## config.mk

```make
export PLATFORM = sky130hd
export DESIGN_NAME = fetch_ctrl
export DESIGN_NICKNAME = d
export VERILOG_FILES = /design/src/rtl/fetch_ctrl.sv
export SDC_FILE = /design/constraint.sdc
export NUM_CORES = 1
export LEC_CHECK = 0
export ABC_AREA = 1
export ABC_CLOCK_PERIOD_IN_PS = 5200
export CORE_MARGIN = 2
export CORE_UTILIZATION = 43
export CTS_CLUSTER_DIAMETER = 60
export DETAILED_ROUTE_END_ITERATION = 16
export GPL_TIMING_DRIVEN = 0
export PLACE_DENSITY = 0.75
export SLEW_MARGIN = 10
export SYNTH_ARGS = -nofsm -noshare
export SYNTH_HDL_FRONTEND = slang
export SYNTH_SLANG_ARGS = --single-unit
```

## constraint.sdc

```tcl
create_clock -name clock -period 5.2 [get_ports clock]
set_input_delay 1.04 -clock clock [delete_from_list [all_inputs] [get_ports clock]]
set_output_delay 1.04 -clock clock [all_outputs]
set_load 0.02 [all_outputs]
```

## src/rtl/fetch_ctrl.sv

```systemverilog
// Fetch-stage sequencer: next-PC selection, PC write enable, imem request handshake
// and F->D register control, with a one-entry hold buffer for decode back-pressure.
module fetch_ctrl #(
    parameter logic [31:0] EXC_VECTOR = 32'h0000_0100,
    parameter int unsigned CNT_W      = 16
) (
    input  logic             clock,
    input  logic             reset,
    input  logic [31:0]      pc_cur,
    output logic [31:0]      pc_next,
    output logic             pc_enable,
    output logic             imem_req,
    input  logic             imem_ack,
    input  logic [31:0]      imem_rdata,
    output logic [31:0]      f_instr,
    output logic             f2d_enable,
    output logic             f2d_flush,
    input  logic             d_stall,
    input  logic             redir_valid,
    input  logic [31:0]      redir_target,
    input  logic             exc_valid,
    output logic [CNT_W-1:0] stall_cycles
);

    typedef enum logic [1:0] {
        ST_BOOT  = 2'd0,
        ST_REQ   = 2'd1,
        ST_HOLD  = 2'd2,
        ST_DRAIN = 2'd3
    } state_t;

    state_t           state_r;
    state_t           state_nxt_s;
    logic [31:0]      hold_r;
    logic [31:0]      hold_nxt_s;
    logic [31:0]      pend_r;
    logic [31:0]      pend_nxt_s;
    logic [CNT_W-1:0] stall_cnt_r;

    logic             take_s;
    logic [31:0]      target_s;
    logic             imem_req_s;
    logic             pc_enable_s;
    logic [31:0]      pc_next_s;
    logic [31:0]      f_instr_s;
    logic             f2d_enable_s;
    logic             f2d_flush_s;
    logic             stalling_s;

    // Redirect source selection: exception outranks branch/jump resolution.
    always_comb begin
        take_s = exc_valid | redir_valid;
        if (exc_valid) begin
            target_s = EXC_VECTOR;
        end else begin
            target_s = redir_target;
        end
    end

    // Next-state and same-cycle output decode; outputs follow ack with zero latency.
    always_comb begin
        state_nxt_s  = state_r;
        hold_nxt_s   = hold_r;
        pend_nxt_s   = pend_r;
        imem_req_s   = 1'b0;
        pc_enable_s  = 1'b0;
        pc_next_s    = 32'h0000_0000;
        f_instr_s    = 32'h0000_0000;
        f2d_enable_s = 1'b0;
        f2d_flush_s  = 1'b0;
        if (reset) begin
            // An ack arriving while reset is asserted is dropped entirely.
            state_nxt_s = ST_BOOT;
            hold_nxt_s  = 32'h0000_0000;
            pend_nxt_s  = 32'h0000_0000;
        end else begin
            case (state_r)
                ST_BOOT: begin
                    state_nxt_s = ST_REQ;
                end
                ST_REQ: begin
                    imem_req_s = 1'b1;
                    if (take_s) begin
                        f2d_flush_s = 1'b1;
                        if (imem_ack) begin
                            pc_enable_s = 1'b1;
                            pc_next_s   = target_s;
                            state_nxt_s = ST_REQ;
                        end else begin
                            // Address must stay stable until the outstanding ack.
                            pend_nxt_s  = target_s;
                            state_nxt_s = ST_DRAIN;
                        end
                    end else if (imem_ack) begin
                        pc_enable_s = 1'b1;
                        pc_next_s   = pc_cur + 32'd4;
                        if (d_stall) begin
                            hold_nxt_s  = imem_rdata;
                            state_nxt_s = ST_HOLD;
                        end else begin
                            f_instr_s    = imem_rdata;
                            f2d_enable_s = 1'b1;
                            state_nxt_s  = ST_REQ;
                        end
                    end else begin
                        state_nxt_s = ST_REQ;
                    end
                end
                ST_HOLD: begin
                    f_instr_s = hold_r;
                    if (take_s) begin
                        f2d_flush_s = 1'b1;
                        pc_enable_s = 1'b1;
                        pc_next_s   = target_s;
                        hold_nxt_s  = 32'h0000_0000;
                        state_nxt_s = ST_REQ;
                    end else if (!d_stall) begin
                        f2d_enable_s = 1'b1;
                        state_nxt_s  = ST_REQ;
                    end else begin
                        state_nxt_s = ST_HOLD;
                    end
                end
                ST_DRAIN: begin
                    imem_req_s = 1'b1;
                    if (take_s) begin
                        f2d_flush_s = 1'b1;
                        if (imem_ack) begin
                            pc_enable_s = 1'b1;
                            pc_next_s   = target_s;
                            state_nxt_s = ST_REQ;
                        end else begin
                            pend_nxt_s  = target_s;
                            state_nxt_s = ST_DRAIN;
                        end
                    end else if (imem_ack) begin
                        pc_enable_s = 1'b1;
                        pc_next_s   = pend_r;
                        state_nxt_s = ST_REQ;
                    end else begin
                        state_nxt_s = ST_DRAIN;
                    end
                end
                default: begin
                    state_nxt_s = ST_BOOT;
                end
            endcase
        end
    end

    // State, hold buffer and pending redirect target.
    always_ff @(posedge clock) begin
        if (reset) begin
            state_r <= ST_BOOT;
            hold_r  <= 32'h0000_0000;
            pend_r  <= 32'h0000_0000;
        end else begin
            state_r <= state_nxt_s;
            hold_r  <= hold_nxt_s;
            pend_r  <= pend_nxt_s;
        end
    end

    assign stalling_s = (state_r == ST_HOLD) || (state_r == ST_DRAIN);

    // Saturating count of cycles spent stalled in HOLD or DRAIN.
    always_ff @(posedge clock) begin
        if (reset) begin
            stall_cnt_r <= {CNT_W{1'b0}};
        end else if (stalling_s && (stall_cnt_r != {CNT_W{1'b1}})) begin
            stall_cnt_r <= stall_cnt_r + {{(CNT_W-1){1'b0}}, 1'b1};
        end else begin
            stall_cnt_r <= stall_cnt_r;
        end
    end

    assign imem_req     = imem_req_s;
    assign pc_enable    = pc_enable_s;
    assign pc_next      = pc_next_s;
    assign f_instr      = f_instr_s;
    assign f2d_enable   = f2d_enable_s;
    assign f2d_flush    = f2d_flush_s;
    assign stall_cycles = stall_cnt_r;

endmodule

```

## Yosys cells after proc, flatten, opt, wreduce, memory -nomap -nowiden

Cells that the tools add are included.

- Bits in registers: 82
- Input port bits: 102
- Output and inout port bits: 84
- Word-level logic and storage cells: 63

- Add/sub/neg operators: 2
- Equality and inequality tests: 8
- Multiplexer cells: 39
- Bitwise logic cells: 2
- Reduce and logical (&&, ||, !) cells: 8

Operators by type and width:

| kind | number |
|---|---|
| 32-bit 2-to-1 mux | 16 |
| 32-bit case mux with 2 select lines | 2 |
| 32-bit case mux with 3 select lines | 1 |
| 32-bit by 3-bit adder with 32-bit output (second input constant) | 1 |
| 16-bit by 1-bit adder with 16-bit output (second input constant) | 1 |
| 16-bit inequality test (second input constant) | 1 |
| 1-bit 2-to-1 mux | 12 |
| 2-bit 2-to-1 mux | 5 |
| 2-bit inequality test (second input constant) | 4 |
| 2-bit case mux with 4 select lines | 1 |
| 5-bit AND reduction | 1 |
| 2-bit == test (second input constant) | 2 |
| 1-bit case mux with 2 select lines | 2 |
| 3-bit AND reduction | 1 |
| 3-bit OR reduction | 1 |
| 2-bit by 1-bit == test with 1-bit output (second input constant) | 1 |
| 2-bit zero test | 1 |
| 2-bit nonzero test | 1 |
| 2-bit OR reduction | 1 |
| 1-bit logical AND | 1 |
| 1-bit logical OR | 1 |
| 1-bit NOT | 1 |
| 1-bit OR | 1 |

## Depth between registers and ports, before layout

- Depth after elaboration: 5
- Mapped depth: 12
- Gate-level depth less buffers: 11

## Worst setup path after synthesis

OpenSTA, ideal clock, no wires.

- Path type: input-to-output
- Start point: input port exc_valid
- End point: output port f2d_enable
- Arrival: 2589 ps
- Data required time: 4160 ps
- Path slack: 1571 ps
- Stages: 5
- Path buffers: 2
- Cells stage by stage: buf_6 -> nor2_8 -> inv_2 -> buf_2 -> a2111oi_0

- Longest elaborated chain between the ends: 4
- Elaborated cells between the ends (all ways): 5
- Classes of those cells: mux: 4; bitwise: 1

RTL lines:

| element | line | source |
|---|---|---|
| start, declared | 21 | `input logic exc_valid,` |
| 1-bit OR * | 52 | `take_s = exc_valid \| redir_valid;` |
| 1-bit 2-to-1 mux, on equally long branches | 111, 83 |  |
| 1-bit case mux with 2 select lines * | 77 | `case (state_r)` |
| 1-bit 2-to-1 mux * | 71 | `if (reset) begin` |
| end, declared | 16 | `output logic f2d_enable,` |

Mark *: on every way between the ends. The rest lies on a longest branch, timed or not.

## Worst setup path after layout

- Start point: input port pc_cur[2]
- End point: output port pc_next[12]

- Longest elaborated chain between the ends: 5

RTL lines:

| element | line | source |
|---|---|---|
| start, declared | 9 | `input logic [31:0] pc_cur,` |
| 32-bit by 3-bit adder with 32-bit output | 96 | `pc_next_s = pc_cur + 32'd4;` |
| 32-bit 2-to-1 mux | 94 | `end else if (imem_ack) begin` |
| 32-bit 2-to-1 mux | 83 | `if (take_s) begin` |
| 32-bit case mux with 3 select lines | 77 |  |
| 32-bit 2-to-1 mux | 71 |  |
| end, declared | 10 | `output logic [31:0] pc_next,` |

No other way between the ends.

==> reports/metrics.csv <==
stage,metric,value,unit
outcome,status,finished clean,
clock_tree,root_buffer,clkbuf_16,
setup_path,cp-start-kind,input port,
synthesis,yosys.area.top_type,dfxtp_1,
synthesis,syn_area_per_cell,6.07,µm²
power_and_ir_drop,vdd_drop_max,0.000155,V
global_routing,grt_max_degree,14,
global_routing,grt_antenna_before_repair,0,
final_layout,drive_gt1_frac,0.0724,
power_and_ir_drop,p_leak,3.06,nW
drt,routed_via_density,5.36,
clock_tree,clk_pin_slew_worst_paths,60,ps
drt,num_vias,7337,
placed_design,placed_area,8070,µm²
sta,tightest_slew,654,ps
clock_tree,cts_hold_buffers,0,
sta,hold_viol_final,0,
synthesis,synth_most_common_cell,nand2_1,
drt,drc,0,
power_and_ir_drop,total_power,1.73,mW
placed_design,gp_congestion,0.986,
final_layout,utilization,0.607,
synthesis,synth.area.top_cells,"dfxtp_1 27%, nand2_1 14%, a21oi_1 8.8%, nor2_1 8.7%, nand3_1 7.6%",
drt,final_antenna_net_count,0,
die,start_util,0.436,
drt,dr.pass1.iters,5,
clock_tree,cts_made_buffers,9,
setup_path,crit_type,input port to output pin,
synthesis,ys.warnings.count,0,
power_and_ir_drop,intPower,1.21,mW
sta,tns,0,ps
global_routing,grt_overflow_total,0,
synthesis,ys_seq_area_frac,0.273,
synthesis,async_reset_ff_frac,0,
synthesis,syn-num-nets,1099,
global_routing,first_global_vias,6553,
drt,wl_met3,1940,µm
sta,holdWs,466,ps
sta,rsz0062_at_grt,no,
setup_path,crit_arrival,3570,ps
synthesis,synth_area,6010,µm²
synthesis,ys.flop_type,dfxtp_1,
clock_tree,post_cts_buffers,0,
synthesis,synthTopCellsByCount,"219 x nand2_1, 139 x nor2_1, 106 x a21oi_1",
drt,drt_wl_total,21100,µm
sta,fin_crit_sh,0.886,
synthesis,synth_top_cell_area_share,0.273,
power_and_ir_drop,p_clk_frac,0.376,
drt,route.met2.wl,9130,µm
clock_tree,cts_num_sinks,82,
sta,slew_violations,0,
sta,skew,8.95,ps
clock_tree,worst_skew_pair.late_latency,350,ps
drt,drt_iter0_markers,878,
clock_tree,cts_buffer_depth,2,
clock_tree,post_cts_resized,0,
sta,fmax,217,MHz
placed_design,portBuffers,183,
drt,wl_met1,9460,µm
synthesis,postSynthRegisterBits,82,
drt,topRoutingLayerUsed,met4,
power_and_ir_drop,switching_share,0.300,
sta,slew-limit-headroom,0.564,
run,cap_violations,0,
die,core-area,13800,µm²
die,die_w,122,µm
synthesis,synth_cells,991,
final_layout,fin_nets,1293,
final_layout,final_area,8360,µm²
hold_path,hp-class,register to register,
power_and_ir_drop,p_per_area,207,nW/µm²
setup_path,end_kind,output pin,
sta,finalSetupViolCount,0,
sta,period_needed,4610,ps
power_and_ir_drop,pwr-share-seq,0.396,
die,die-height,122,µm
final_layout,regArea,1640,µm²
final_layout,multiInputGateArea,3730,µm²
power_and_ir_drop,p_switching,520,µW
clock_tree,cts_tree,yes,
synthesis,synth_cell_types,40,
drt,drt-wirelength-per-cell,15.4,µm
final_layout,area_growth,39.1,%
die,rows,43,
final_layout,n_fill_cell,1388,
synthesis,synth_edf_count,0,
global_routing,grt_util_all_layers,0.280,
final_layout,num_antenna_cells,0,
setup_path,crit_required,4160,ps
power_and_ir_drop,p_comb_frac,0.228,
die,die_area,14900,µm²
global_routing,grt_pass1_wl,33200,µm
placed_design,dpl.hpwl,16100,µm
die,ios,186,
setup_path,path_max_fanout,5,
clock_tree,h-tree-depth,3,
[power by group through the flow]
stage               combinational [mW]  sequential, mW  clock [mW]
global placement                 0.385           0.697           0
floorplan                        0.216           0.694           0
CTS                              0.390           0.684       0.654
detailed placement               0.388           0.698           0
finish                           0.395           0.685       0.651
global route                     0.434           0.689       0.683
[layout make-up]
class,count,area share
Sequential cell,82,0.196
Buffer,60,0.0364
Inverter,90,0.0406
Clock inverter,4,0.00629
Clock buffer,10,0.0286
Tap cell,180,0.0269
Timing Repair Buffer,183,0.219
Multi-Input combinational cell,759,0.446
[critical path: stages]
cell and delay [ps]:
clkdlybuf4s50_1 500, ha_1 230, nand2_1 90, nor2_1 150, nand2_1 170, nor2_1 210, nor2_1 50, o21ai_0 230
nand3_1 100, a21oi_1 150, clkdlybuf4s50_1 640
[worst paths after layout]
kind / cells past startpoint / endpoint / slack [ps] / startpoint
setup reg to reg: 9 / hold_r[22] / 3160 / state_r[1]
hold / removal: 2 / hold_r[13] / 470 / hold_r[13]
setup / recovery: 11 / pc_next[12] / 590 / pc_cur[2]
hold reg to reg: 2 / hold_r[13] / 470 / hold_r[13]
[state kept, by name, summed over array words and instances (netlist names)]
| name | count |
|---|---|
| state_r | 2 |
| pend_r | 32 |
| stall_cycles | 16 |
| hold_r | 32 |
[cell usage in the layout, fill, tap and decap left out, types with 5 or more instances in the layout]
master and n:
inv_1 82, clkdlybuf4s50_1 183, ha_1 6, nand3_2 10, clkbuf_16 9, nand3_1 91
o21ai_0 70, nor2_1 139, a22oi_1 36, a21oi_1 106, o21bai_1 7, xor2_1 8
inv_2 7, o211ai_1 7, dfxtp_1 82, buf_6 5, nor3_1 12, a211oi_1 8
buf_2 23, nor2_2 8, nand2_1 219, clkbuf_1 24
[through the flow]
stage / cells / setup WS (ps)
2_1_floorplan: 991 / 1570
3_3_place_gp: 1354 / 608
3_5_place_dp: 1354 / 621
4_1_cts: 1368 / 609
5_1_grt: 1368 / 422
6_report: 1368 / 592
[metal layers]
| metal | GRT usage | vias to the layer above |
|---|---|---|
| li1 | - | 3677 |
| met1 | 0.394 | 3304 |
| met2 | 0.414 | 313 |
| met3 | 0.0669 | 43 |
| met4 | 0.101 | 0 |
| met5 | 0 | - |
[kinds of logic (layout without fill, tap and decap cells)]
logic type,count (synthesis),after routing,share of synthesized area
XOR/XNOR,10,10,0.0146
AND/OR/NAND/NOR,500,500,0.363
flip-flops,82,82,0.273
AO/OA/AOI/OAI,243,243,0.229
adder cells (fa/ha/maj),6,6,0.0125
buffers and inverters,150,347,0.107
Note: power is estimated with default switching activity, not from simulation.
==> RTL change, RTL diff (same flow settings) <==
The 4 states of `state_t` get a Gray code encoding in 2 bits.
--- a/src/rtl/fetch_ctrl.sv
+++ b/src/rtl/fetch_ctrl.sv
@@ -25,6 +25,6 @@
     typedef enum logic [1:0] {
-        ST_BOOT  = 2'd0,
-        ST_REQ   = 2'd1,
-        ST_HOLD  = 2'd2,
-        ST_DRAIN = 2'd3
+        ST_BOOT  = 2'b00,
+        ST_REQ   = 2'b01,
+        ST_HOLD  = 2'b11,
+        ST_DRAIN = 2'b10
     } state_t;
Check against the original RTL: same outputs for any inputs over 4 cycles, from zero or initial values and one cycle with reset high; so few cycles prove little.
==> RTL change against the unedited design <==
  * Die area grew 3.9%
  * Sequential share of layout area shrank 0.57 points
  * Total power down 2.4%
  * Utilization decreased by 0.79 points
  * First-iteration DRC count decreased by 19%
  * Count of clock-buffer cells in the layout increased by 2
  * Routed wire length shrank 1.4%
  * Sequential cell count is the same
  * Sequential power hardly changed
  * Global-route usage decreased by 2.0 points
  * Combinational power increased by 2%
  * Cell area rose by 3.0%
  * Setup slack better by 53 ps
  * Area after synthesis grew 4.0%
==> RTL change: results <==
[detailed_routing]
wl_met2_um = 9410
dr_wl_met3_um = 1760
drtIter0Drc = 707
vias = 7359
wl_um = 20800
drtPass1Iterations = 6

[yosys]
ys_seq_area_share_pct = 26.3
synth_cell_types = 43
netlist_top_cells_count = "nand2_1 (249), nor2_1 (111), a21oi_1 (110)"
synth_compound_area_share_pct = 22.0
avgSynthCellArea_um2 = 6.27
synth-xor-area-share_pct = 0.701
post_synth_fa_ha_maj_area_fraction_pct = 1.20

[sta]
skew_ps = 9.32
worst_pin_slew_ps = 614
whs_ps = 459

[placed_design]
place_ws_ps = 713
place_area_um2 = 8330
place_congestion = 0.924
dpl.hpwl_um = 15900
place.port_buffers = 185

[finish]
drive_gt1_share_pct = 13.1
bufAreaShareNonClock_pct = 25.0
regArea_um2 = 1640
nFillCells = 1376
multi_input_cells = 764
seqAreaFraction_pct = 19.1
inverters = 93
clock_buffers = 12
finalNonFillerCells = 1382

[run_status]
status = "completed"

[worst_setup_path]
ff2ff_setup_slack_ps = 3230
r2r_cells = 6
arrival_ps = 3510
r2r_end = "state_r[1]"

[power_and_ir_drop]
ir_drop_v = 0.000160
total_leakage_power_uw = 0.00323

[grt]
grt_pass1_vias = 6790
grtUsageMet2_pct = 41.6
grtUsageTotal_pct = 26.0
grt_pass1_wl_um = 33300
grt_use_met3_pct = 6.23

[min_path]
min_to = "pend_r[3]"
[RTL change: cell count changes after synthesis, sizes merged, moves of 4 or more]
cell | unedited run | this run
nor2 | 151 | 135
a211oi | 8 | 2
a22oi | 36 | 32
clkbuf | 25 | 18
o21ai | 74 | 60
a21oi | 106 | 123
xor2 | 8 | 4
buf | 35 | 40
nor3 | 14 | 10
nand2 | 224 | 263
[RTL change: worst max path at each step]
stage | start | end | cells after the start | slack [ps]
finish | pc_cur[2] | pc_next[30] | 13 | 650
global placement | redir_valid | f2d_enable | 7 | 740
CTS | pc_cur[2] | pc_next[30] | 13 | 700
detailed placement | pc_cur[2] | pc_next[30] | 13 | 710
floorplan | redir_valid | f2d_enable | 5 | 1900
global route | pc_cur[2] | pc_next[30] | 13 | 520
[RTL change: where the power goes]
group	switching (uW)	internal [uW]	total (uW)	leakage [uW]
registers	19.5	668	687	0.000669
logic	234	168	402	0.00242
clock network	263	337	600	0.000137
total	516	1170	1690	0.00323
